==> config.mk <==
export PLATFORM = sky130hd
export DESIGN_NAME = mano_program_loader_flat
export DESIGN_NICKNAME = d
export VERILOG_FILES = /design/src/rtl/mano_pkg.sv /design/src/rtl/mano_program_loader_if.sv /design/src/rtl/mano_loader_csum.sv /design/src/rtl/mano_program_loader.sv /design/src/flat_wrapper.sv
export SDC_FILE = /design/constraint.sdc
export NUM_CORES = 1
export LEC_CHECK = 0
export BUFFER_PORTS_ARGS = -buffer_cell sky130_fd_sc_hd__buf_4
export CELL_PAD_IN_SITES_DETAIL_PLACEMENT = 2
export CELL_PAD_IN_SITES_GLOBAL_PLACEMENT = 2
export CORE_ASPECT_RATIO = 1.25
export CORE_MARGIN = 4
export CORE_UTILIZATION = 35
export DETAILED_ROUTE_END_ITERATION = 10
export PLACE_DENSITY_LB_ADDON = 0.1
export SLEW_MARGIN = 20
export SYNTH_ARGS = -nofsm -noshare
export SYNTH_HDL_FRONTEND = slang
export SYNTH_HIERARCHICAL = 1
export SYNTH_SLANG_ARGS = --single-unit
==> constraint.sdc <==
create_clock -name clk -period 3.3 [get_ports clk]
set_input_delay 0.33 -clock clk [delete_from_list [all_inputs] [get_ports clk]]
set_output_delay 0.33 -clock clk [all_outputs]
set_load 0.01 [all_outputs]
==> src/rtl/mano_pkg.sv <==
// Shared types and constants for the Mano CPU program loader.
// Field order on the host link is big-endian: high byte of every multi-byte field first.
package mano_pkg;

    localparam logic [7:0] SYNC_BYTE_DEFAULT = 8'hA5;
    localparam int         ADDR_W            = 12;
    localparam int         WORD_W            = 16;
    localparam int         BYTE_W            = 8;

    // Bit position where the first-received (high) byte lands in a 16-bit field.
    localparam int         FIELD_HI_LSB      = 8;
    // ADDR_HI carries only the top address bits in its low nibble.
    localparam int         ADDR_HI_BITS      = ADDR_W - BYTE_W;

    typedef enum logic [3:0] {
        ST_IDLE    = 4'd0,
        ST_ADDR_HI = 4'd1,
        ST_ADDR_LO = 4'd2,
        ST_CNT_HI  = 4'd3,
        ST_CNT_LO  = 4'd4,
        ST_DATA_HI = 4'd5,
        ST_DATA_LO = 4'd6,
        ST_CHECK   = 4'd7,
        ST_RUN     = 4'd8,
        ST_ERROR   = 4'd9
    } loader_state_e;

    function automatic logic [WORD_W-1:0] join_be(input logic [BYTE_W-1:0] hi,
                                                  input logic [BYTE_W-1:0] lo);
        return (WORD_W'(hi) << FIELD_HI_LSB) | WORD_W'(lo);
    endfunction

endpackage

==> src/rtl/mano_program_loader_if.sv <==
// Host byte stream plus Mano CPU program-load port, bundled for the loader.
interface mano_program_loader_if;

    logic                        host_valid;
    logic [7:0]                  host_data;
    logic                        host_ready;
    logic [mano_pkg::ADDR_W-1:0] address;
    logic [mano_pkg::WORD_W-1:0] code;
    logic                        run_code;
    logic                        load_busy;
    logic                        load_done;
    logic                        load_error;

    // The loader consumes host bytes and drives the CPU load port.
    modport slave (
        input  host_valid, host_data,
        output host_ready, address, code, run_code, load_busy, load_done, load_error
    );

    // Host / CPU side as seen from outside the loader.
    modport master (
        output host_valid, host_data,
        input  host_ready, address, code, run_code, load_busy, load_done, load_error
    );

endinterface

==> src/rtl/mano_loader_csum.sv <==
// 8-bit running-sum accumulator for frame checksums. is_zero reports whether the
// sum would be zero after adding the byte currently on data (used on the CHK byte).
module mano_loader_csum (
    input  logic       clk,
    input  logic       rst,
    input  logic       clear,
    input  logic       add,
    input  logic [7:0] data,
    output logic       is_zero
);

    logic [7:0] sum_r;
    logic [7:0] sum_with_data_s;

    assign sum_with_data_s = sum_r + data;
    assign is_zero         = (sum_with_data_s == 8'd0);

    // Accumulator register: clear wins over add.
    always_ff @(posedge clk) begin
        if (rst) begin
            sum_r <= 8'd0;
        end else if (clear) begin
            sum_r <= 8'd0;
        end else if (add) begin
            sum_r <= sum_with_data_s;
        end else begin
            sum_r <= sum_r;
        end
    end

endmodule

==> src/rtl/mano_program_loader.sv <==
// Mano CPU program loader: parses framed host bytes, writes words into CPU memory
// with run_code low, then releases the CPU. Build option: LOADER_CHECKSUM_EN enables the CHK byte.
module mano_program_loader
    import mano_pkg::*;
#(
    parameter logic [7:0] SYNC_BYTE = SYNC_BYTE_DEFAULT
) (
    input  logic                   clk,
    input  logic                   rst,
    mano_program_loader_if.slave   bus
);

    loader_state_e       state_r,  state_s;
    logic [ADDR_W-1:0]   ptr_r,    ptr_s;
    logic [WORD_W-1:0]   cnt_r,    cnt_s;
    logic [BYTE_W-1:0]   hi_r,     hi_s;
    logic [ADDR_W-1:0]   address_r, address_s;
    logic [WORD_W-1:0]   code_r,   code_s;
    logic                run_code_r, run_code_s;
    logic                busy_r,   busy_s;
    logic                done_r,   done_s;
    logic                ready_r;
    logic                accept_s;
    logic                sync_hit_s;
    logic [BYTE_W-1:0]   byte_s;
    logic [WORD_W-1:0]   cnt_lo_s;

    assign accept_s   = bus.host_valid && ready_r;
    assign byte_s     = bus.host_data;
    assign sync_hit_s = accept_s && (byte_s == SYNC_BYTE) &&
                        ((state_r == ST_IDLE) || (state_r == ST_RUN) || (state_r == ST_ERROR));
    assign cnt_lo_s   = {cnt_r[WORD_W-1:FIELD_HI_LSB], byte_s};

`ifdef LOADER_CHECKSUM_EN
    localparam loader_state_e ST_AFTER_DATA = ST_CHECK;

    logic error_r, error_s;
    logic csum_add_s;
    logic csum_zero_s;

    // Every byte after SYNC, CHK included, feeds the sum.
    assign csum_add_s = accept_s && (state_r != ST_IDLE) && (state_r != ST_RUN) &&
                        (state_r != ST_ERROR);

    mano_loader_csum u_csum (
        .clk     (clk),
        .rst     (rst),
        .clear   (sync_hit_s),
        .add     (csum_add_s),
        .data    (byte_s),
        .is_zero (csum_zero_s)
    );

    assign bus.load_error = error_r;
`else
    localparam loader_state_e ST_AFTER_DATA = ST_RUN;

    assign bus.load_error = 1'b0;
`endif

    // Next-state, datapath and status-flag logic.
    always_comb begin
        state_s    = state_r;
        ptr_s      = ptr_r;
        cnt_s      = cnt_r;
        hi_s       = hi_r;
        address_s  = address_r;
        code_s     = code_r;
        run_code_s = run_code_r;
        busy_s     = busy_r;
        done_s     = done_r;
`ifdef LOADER_CHECKSUM_EN
        error_s    = error_r;
`endif

        if (accept_s) begin
            case (state_r)
                ST_IDLE, ST_RUN, ST_ERROR: begin
                    if (sync_hit_s) begin
                        state_s = ST_ADDR_HI;
                    end else begin
                        state_s = state_r;
                    end
                end
                ST_ADDR_HI: begin
                    ptr_s   = {byte_s[ADDR_HI_BITS-1:0], ptr_r[BYTE_W-1:0]};
                    state_s = ST_ADDR_LO;
                end
                ST_ADDR_LO: begin
                    ptr_s   = {ptr_r[ADDR_W-1:BYTE_W], byte_s};
                    state_s = ST_CNT_HI;
                end
                ST_CNT_HI: begin
                    cnt_s   = {byte_s, cnt_r[FIELD_HI_LSB-1:0]};
                    state_s = ST_CNT_LO;
                end
                ST_CNT_LO: begin
                    cnt_s = cnt_lo_s;
                    if (cnt_lo_s == 16'd0) begin
                        state_s = ST_AFTER_DATA;
                    end else begin
                        state_s = ST_DATA_HI;
                    end
                end
                ST_DATA_HI: begin
                    hi_s    = byte_s;
                    state_s = ST_DATA_LO;
                end
                ST_DATA_LO: begin
                    code_s    = join_be(hi_r, byte_s);
                    address_s = ptr_r;
                    ptr_s     = ptr_r + 12'd1;
                    cnt_s     = cnt_r - 16'd1;
                    if (cnt_r == 16'd1) begin
                        state_s = ST_AFTER_DATA;
                    end else begin
                        state_s = ST_DATA_HI;
                    end
                end
`ifdef LOADER_CHECKSUM_EN
                ST_CHECK: begin
                    if (csum_zero_s) begin
                        state_s = ST_RUN;
                    end else begin
                        state_s = ST_ERROR;
                    end
                end
`endif
                default: begin
                    state_s = ST_IDLE;
                end
            endcase
        end else begin
            state_s = state_r;
        end

        // Status flags change only on entry into a new state.
        if (state_s != state_r) begin
            case (state_s)
                ST_ADDR_HI: begin
                    run_code_s = 1'b0;
                    done_s     = 1'b0;
                    busy_s     = 1'b1;
`ifdef LOADER_CHECKSUM_EN
                    error_s    = 1'b0;
`endif
                end
                ST_RUN: begin
                    run_code_s = 1'b1;
                    done_s     = 1'b1;
                    busy_s     = 1'b0;
                end
`ifdef LOADER_CHECKSUM_EN
                ST_ERROR: begin
                    error_s    = 1'b1;
                    busy_s     = 1'b0;
                end
`endif
                default: begin
                    busy_s = busy_r;
                end
            endcase
        end else begin
            busy_s = busy_r;
        end
    end

    // State and output registers; host_ready stays low for one cycle after reset.
    always_ff @(posedge clk) begin
        if (rst) begin
            state_r    <= ST_IDLE;
            ptr_r      <= 12'd0;
            cnt_r      <= 16'd0;
            hi_r       <= 8'd0;
            address_r  <= 12'd0;
            code_r     <= 16'd0;
            run_code_r <= 1'b0;
            busy_r     <= 1'b0;
            done_r     <= 1'b0;
            ready_r    <= 1'b0;
`ifdef LOADER_CHECKSUM_EN
            error_r    <= 1'b0;
`endif
        end else begin
            state_r    <= state_s;
            ptr_r      <= ptr_s;
            cnt_r      <= cnt_s;
            hi_r       <= hi_s;
            address_r  <= address_s;
            code_r     <= code_s;
            run_code_r <= run_code_s;
            busy_r     <= busy_s;
            done_r     <= done_s;
            ready_r    <= 1'b1;
`ifdef LOADER_CHECKSUM_EN
            error_r    <= error_s;
`endif
        end
    end

    assign bus.host_ready = ready_r;
    assign bus.address    = address_r;
    assign bus.code       = code_r;
    assign bus.run_code   = run_code_r;
    assign bus.load_busy  = busy_r;
    assign bus.load_done  = done_r;

endmodule

==> src/flat_wrapper.sv <==
// flat-port wrapper written by rule: the top's interface ports become plain ports
module mano_program_loader_flat import mano_pkg::*;
#(
    parameter logic [7:0] SYNC_BYTE = SYNC_BYTE_DEFAULT
)
  (clk, rst, bus_host_valid, bus_host_data, bus_host_ready, bus_address, bus_code, bus_run_code, bus_load_busy, bus_load_done, bus_load_error);
  mano_program_loader_if bus_i ();
  input  logic clk;
  input  logic rst;
  input wire logic [$bits(bus_i.host_valid)-1:0] bus_host_valid;
  input wire logic [$bits(bus_i.host_data)-1:0] bus_host_data;
  output wire logic [$bits(bus_i.host_ready)-1:0] bus_host_ready;
  output wire logic [$bits(bus_i.address)-1:0] bus_address;
  output wire logic [$bits(bus_i.code)-1:0] bus_code;
  output wire logic [$bits(bus_i.run_code)-1:0] bus_run_code;
  output wire logic [$bits(bus_i.load_busy)-1:0] bus_load_busy;
  output wire logic [$bits(bus_i.load_done)-1:0] bus_load_done;
  output wire logic [$bits(bus_i.load_error)-1:0] bus_load_error;
  assign bus_i.host_valid = bus_host_valid;
  assign bus_i.host_data = bus_host_data;
  assign bus_host_ready = bus_i.host_ready;
  assign bus_address = bus_i.address;
  assign bus_code = bus_i.code;
  assign bus_run_code = bus_i.run_code;
  assign bus_load_busy = bus_i.load_busy;
  assign bus_load_done = bus_i.load_done;
  assign bus_load_error = bus_i.load_error;
  mano_program_loader #(.SYNC_BYTE(SYNC_BYTE)) u_core (.clk(clk), .rst(rst), .bus(bus_i));
endmodule
Word-level counts from Yosys, hierarchy flattened
Index checks and enable logic that the tools add are counted.
{"block": "word_totals", "ff_bits": 71}
{"block": "classes", "add_sub_neg": 2, "n_eq_ne": 13, "mux": 10, "bitwise_logic": 5, "n_reduce_logical": 20}
{"cell": "16-bit one-hot mux with 3 select lines", "count": 1}
{"cell": "12-bit one-hot mux with 3 select lines", "count": 1}
{"cell": "4-bit one-hot mux with 7 select lines", "count": 1}
{"cell": "16-bit by 1-bit equality test with 1-bit output, second input constant", "count": 1}
{"cell": "16-bit zero test", "count": 1}
{"cell": "4-bit two-way mux", "count": 4}
{"cell": "16-bit by 8-bit bitwise OR with 16-bit output", "count": 1}
{"cell": "16-bit by 1-bit subtractor with 16-bit output, second input constant", "count": 1}
{"cell": "12-bit by 1-bit adder with 12-bit output, second input constant", "count": 1}
{"cell": "4-bit by 3-bit equality test with 1-bit output, second input constant", "count": 3}
{"cell": "4-bit equality test, second input constant", "count": 3}
{"cell": "3-bit AND reduction", "count": 4}
{"cell": "2-bit nonzero test", "count": 5}
{"cell": "4-bit by 1-bit equality test with 1-bit output, second input constant", "count": 2}
{"cell": "4-bit by 2-bit equality test with 1-bit output, second input constant", "count": 2}
{"cell": "8-bit equality test, second input constant", "count": 1}
{"cell": "2-bit AND reduction", "count": 3}
{"cell": "4-bit zero test", "count": 1}
{"cell": "4-bit inequality test", "count": 1}
{"cell": "1-bit inverter", "count": 4}
{"cell": "1-bit one-hot mux with 2 select lines", "count": 2}
{"cell": "1-bit logical AND", "count": 3}
{"cell": "3-bit OR reduction", "count": 1}
{"cell": "1-bit logical OR", "count": 2}
{"cell": "1-bit two-way mux", "count": 1}

Depth between registers and ports, before layout
{"block": "logic_depth", "ltp_word": 10, "ltp_mapped": 8, "depth_no_buf": 8}

Least setup slack after synthesis
OpenSTA, ideal clock, no wires.
{"block": "synth_timing", "kind": "input -> register", "startpoint": "input bus_host_data[0]", "endpoint": "register u_core.busy_r, in the netlist u_core/bus.load_busy", "setup_ns": 0.139, "arrival_ns": 1.575, "slack_ns": 1.585, "path_stages": 7, "path_buffers": 1, "cell_sequence": "clkbuf_1 nor4_1 and3_1 nand2_1 o2bb2ai_2 a2111oi_4 o221ai_1"}
{"block": "synth_via", "elab_chain_len": 9}
{"element": "start, declared", "line_no": "flat_wrapper.sv:11", "rtl": "input wire logic [$bits(bus_i.host_data)-1:0] bus_host_data;"}
{"element": "8-bit equality test", "line_no": "mano_program_loader.sv:30", "rtl": "assign sync_hit_s = accept_s && (byte_s == SYNC_BYTE) &&"}
{"element": "1-bit logical AND (2 in series)", "line_no": "mano_program_loader.sv:30"}
{"element": "4-bit two-way mux", "line_no": "mano_program_loader.sv:79", "rtl": "if (sync_hit_s) begin"}
{"element": "4-bit one-hot mux with 7 select lines (*)", "line_no": "mano_program_loader.sv:77", "rtl": "case (state_r)"}
{"element": "4-bit two-way mux (*)", "line_no": "mano_program_loader.sv:76", "rtl": "if (accept_s) begin"}
{"element": "4-bit by 1-bit equality test with 1-bit output or 4-bit equality test (tied branches)", "line_no": "mano_program_loader.sv:139", "rtl": "case (state_s)"}
{"element": "2-bit nonzero test (no line)"}
{"element": "2-bit AND reduction (no line)"}
{"element": "end signal, assigned", "line_no": "mano_program_loader.sv:192", "rtl": "busy_r <= busy_s;"}
{"element": "end, declared", "line_no": "mano_program_loader.sv:20", "rtl": "logic busy_r, busy_s;"}
Mark *: on every way between the ends. The rest lies on a longest branch, timed or not.
A chain may end at the register's enable or synchronous reset.

Worst setup path in the final report
{"block": "layout_timing", "startpoint": "register u_core.state_r[1]", "endpoint": "register u_core.ptr_r[2]"}
{"block": "layout_via", "elab_chain_len": 3}
{"element": "start, declared", "line_no": "mano_program_loader.sv:13", "rtl": "loader_state_e state_r, state_s;"}
{"element": "start signal, assigned", "line_no": "mano_program_loader.sv:185", "rtl": "state_r <= state_s;"}
{"element": "4-bit by 2-bit equality test with 1-bit output (tied with other cells)", "line_no": "mano_program_loader.sv:77"}
{"element": "2-bit nonzero test (no line) or 1-bit inverter (tied branches)"}
{"element": "3-bit AND reduction (no line)"}
{"element": "end signal, assigned", "line_no": "mano_program_loader.sv:186", "rtl": "ptr_r <= ptr_s;"}
{"element": "end, declared", "line_no": "mano_program_loader.sv:14", "rtl": "logic [ADDR_W-1:0] ptr_r, ptr_s;"}
Parallel ways exist; a longest one is shown, timed or not.

==> flow_metrics.py <==
metrics = {
    "outcome": {
        "outcome": "completed",
    },
    "grt": {
        "grt_pass1_wl_mm": 19.78,
        "antenna_found_initial": 0,
        "grt_pass1_vias": 3741,
        "grt_max_degree": 68,
        "grt_usage": 0.2058,
        "overflow": 0,
    },
    "synth": {
        "synth-simple-area-share": 0.2878,
        "synth_top_family_by_area": "simple AND/OR/NAND/NOR gates",
        "synth.area.mux_share": 0.02703,
        "synth-xor-area-share": 0.002365,
        "synth_enable_flop_cells": 0,
        "synthesis.nets": 474,
        "synth-compound-area-share": 0.2287,
        "ys_types": 68,
        "synth_fa_ha_area_frac": 0.01014,
        "syn-cell-area_um2": 3704,
        "synth_cells": 460,
        "synthArstFlopShare": 0,
        "synth-main-ff-cell": "dfxtp_1",
        "synth_area_per_cell_um2": 8.051,
        "yosys_warnings": 6,
        "yosysSeqAreaShare": 0.3838,
        "ys_ff_latch": 71,
    },
    "die": {
        "start_util": 0.3628,
        "row_count": 41,
        "core_um2": 10210,
        "fp.dieW_um": 100.0,
        "io-pin-count": 44,
        "die-area_um2": 12300,
        "die_h_um": 123.0,
    },
    "sta": {
        "finalSetupTns_ns": 0,
        "worst_pin_slew_ns": 0.7836,
        "fmax_ghz": 0.4102,
        "period_share": 0.7388,
        "hold_viol": 0,
        "relSlewSlack": 0.4757,
        "rsz0062_at_grt": "false",
        "setup_viol": 0,
        "finalMaxSlewViolations": 0,
        "skew_ns": 0.003793,
        "layout_min_cycle_time_ns": 2.438,
    },
    "placement": {
        "routabilityCongestion": 0.7601,
        "portBuffers": 42,
        "detailed_place_hpwl_mm": 8.508,
    },
    "drt": {
        "viasPerCell": 5.562,
        "first_iter_violations": 126,
        "first_pass_iters": 4,
        "via_count": 3443,
        "wl_per_cell_um": 19.93,
        "postRouteAntennaNets": 0,
        "drc": 0,
        "drt-total-wl_mm": 12.34,
    },
    "critical_path": {
        "cp.required_ns": 3.49,
        "cp-end-kind": "register",
        "arrival_ns": 2.63,
        "reg2regPathDepth": 5,
        "r2r_slack_ns": 0.86,
        "regToRegEndpoint": "u_core/ptr_r[2]$_SDFFE_PP0P_",
        "cp_max_fo": 18,
        "timing.rr.start": "u_core/state_r[1]$_SDFF_PP0_",
        "cp-start-kind": "register",
        "path_class": "reg2reg",
    },
    "cts": {
        "cts-resized-gates": 0,
        "cts_max_level": 3,
        "cts_buffer_depth": 2,
        "ctsHoldBuffers": 0,
        "post_cts_buffers": 0,
        "clk_pin_slew_ns": 0.06,
        "clkSinkCount": 71,
        "root_buffer": "clkbuf_16",
        "tritoncts": "built",
        "clk_latency_ns": 0.33,
        "numCtsBuffers": 9,
    },
    "pwr": {
        "switching_share": 0.2307,
        "p_total_w": 0.001853,
        "seq_power_share": 0.464,
        "leakage_nw": 1.520,
        "power.density_nw_per_um2": 431.2,
        "power_frac_clock": 0.500,
        "combPwrFrac": 0.036,
        "p_int_w": 0.001426,
        "max-vdd-ir-drop_mv": 0.1969,
        "switchingPower_w": 0.0004275,
    },
    "final_layout": {
        "syn_to_final_growth_pct": 16.05,
        "diodes": 0,
        "seq_area_um2": 1421,
        "mostFrequentLayoutCell": "nand2_1",
        "multi_input_area_um2": 2063,
        "fill_cells": 1168,
        "final_util": 0.4210,
        "drive_above_1_share": 0.1816,
        "nNetsFinal": 499,
        "layout_common_cells": "nand2_1, dfxtp_1, a21oi_1",
    },
    "hold_path": {
        "whs_path_depth": 3,
        "min-delay-start": "bus_host_data[0]",
        "min_to": "u_core/bus.code[0]$_SDFFE_PP0P_",
        "min_path_type": "in2reg",
    },
    "job": {
        "maxCapViolCount": 0,
    },
}
[routing by layer]
layer	track usage	vias to the layer above	share of wire
li1	-	1678	-
met3	0.03273	14	0.022
met4	0.05981	0	0.013
met2	0.3952	34	0.53
met1	0.2315	1717	0.43
met5	0	-	0
[worst max-delay path, stage by stage, from the launching register on]
cell and delay, ns:
dfxtp_1 0.76, nand3b_1 0.33, nor2_1 0.68, o21ai_0 0.25, a21oi_1 0.22, nor2_1 0.05
[state kept, by name (all words and copies together) (netlist names)]
signal,flops
u_core/bus.address,12
u_core/bus.code,16
u_core/bus.load_done,1
u_core/state_r,4
u_core/cnt_r,16
u_core/bus.load_busy,1
u_core/hi_r,8
u_core/ptr_r,12
u_core/bus.host_ready,1
[final cells by class]
class / count / area share
clock buffers: 11 / 0.05881
inverters: 4 / 0.003493
well taps: 129 / 0.03755
flip-flops and latches: 71 / 0.3307
clock inverters: 5 / 0.007278
multi-input cells: 352 / 0.4801
repair buffers: 47 / 0.08210
[power by group through the flow]
stage / clock [W] / sequential (W) / combinational [W]
4_1_cts: 0.000948 / 0.000860 / 0.0000678
2_1_floorplan: 0 / 0.000878 / 0.0000357
3_5_place_dp: 0 / 0.000879 / 0.0000680
6_report: 0.000926 / 0.000860 / 0.0000668
5_1_grt: 0.000989 / 0.000860 / 0.0000718
3_3_place_gp: 0 / 0.000879 / 0.0000668
[synthesized netlist by cell type (2+ instances only)]
cell type / n / area [um^2]
buf_6: 6 / 67.56
a211oi_1: 4 / 30.03
buf_4: 5 / 37.54
nor2_1: 49 / 183.9
a31oi_1: 2 / 12.51
nand4_1: 3 / 18.77
a22o_1: 5 / 43.79
o21ai_1: 2 / 10.01
dfxtp_1: 71 / 1421
nor4_4: 3 / 63.81
clkbuf_1: 15 / 56.30
o41ai_1: 3 / 26.28
nand3b_1: 3 / 22.52
o22ai_1: 2 / 12.51
inv_1: 4 / 15.01
and2b_1: 2 / 15.01
and2_1: 4 / 25.02
nand3_2: 2 / 20.02
and3_1: 6 / 37.54
nor3b_1: 5 / 37.54
buf_2: 6 / 30.03
nor3_1: 4 / 20.02
o21ai_0: 23 / 115.1
a21oi_1: 58 / 290.3
and4bb_2: 2 / 25.02
a22oi_1: 13 / 97.59
a221oi_2: 2 / 30.03
nand3_1: 7 / 35.03
or3_1: 2 / 12.51
nand2_1: 93 / 349.1
and4_1: 2 / 17.52
nor2_2: 3 / 18.77
mux2i_1: 10 / 100.1
o31ai_1: 3 / 22.52
ha_1: 3 / 37.54
[stage by stage]
step           worst slack (ns)  hold slack (ns)  std cells  instance area, um^2
4_1_cts                  0.8971           0.3313        619                 4298
3_5_place_dp             0.9581           0.4554        603                 4014
2_1_floorplan             1.585           0.4312        460                 3704
5_1_grt                  0.6854           0.3218        619                 4298
3_3_place_gp              1.050           0.4422        603                 4014
6_report                 0.8621           0.3370        619                 4298
[worst max-delay path by stage]
stage,start,to,slack [ns],cells past startpoint
2_1_floorplan,bus_host_data[0],u_core/bus.load_busy$_SDFFE_PP0P_,1.59,7
4_1_cts,u_core/state_r[1]$_SDFF_PP0_,u_core/ptr_r[2]$_SDFFE_PP0P_,0.90,5
6_report,u_core/state_r[1]$_SDFF_PP0_,u_core/ptr_r[2]$_SDFFE_PP0P_,0.86,5
3_5_place_dp,u_core/state_r[1]$_SDFF_PP0_,u_core/bus.load_done$_SDFFE_PP0P_,0.96,6
5_1_grt,u_core/state_r[1]$_SDFF_PP0_,u_core/ptr_r[2]$_SDFFE_PP0P_,0.69,5
3_3_place_gp,u_core/state_r[1]$_SDFF_PP0_,u_core/bus.load_done$_SDFFE_PP0P_,1.05,6
[cells by family after synthesis]
group                      Yosys count
AOI/OAI and AO/OA                  131
xor gates and xnor gates             1
adders and majority gates            3
buffers and inverters               37
DFF                                 71
muxes                               10
other                                1
and+or+nand+nor                    206
No activity file was read; power rests on OpenSTA's default activity.
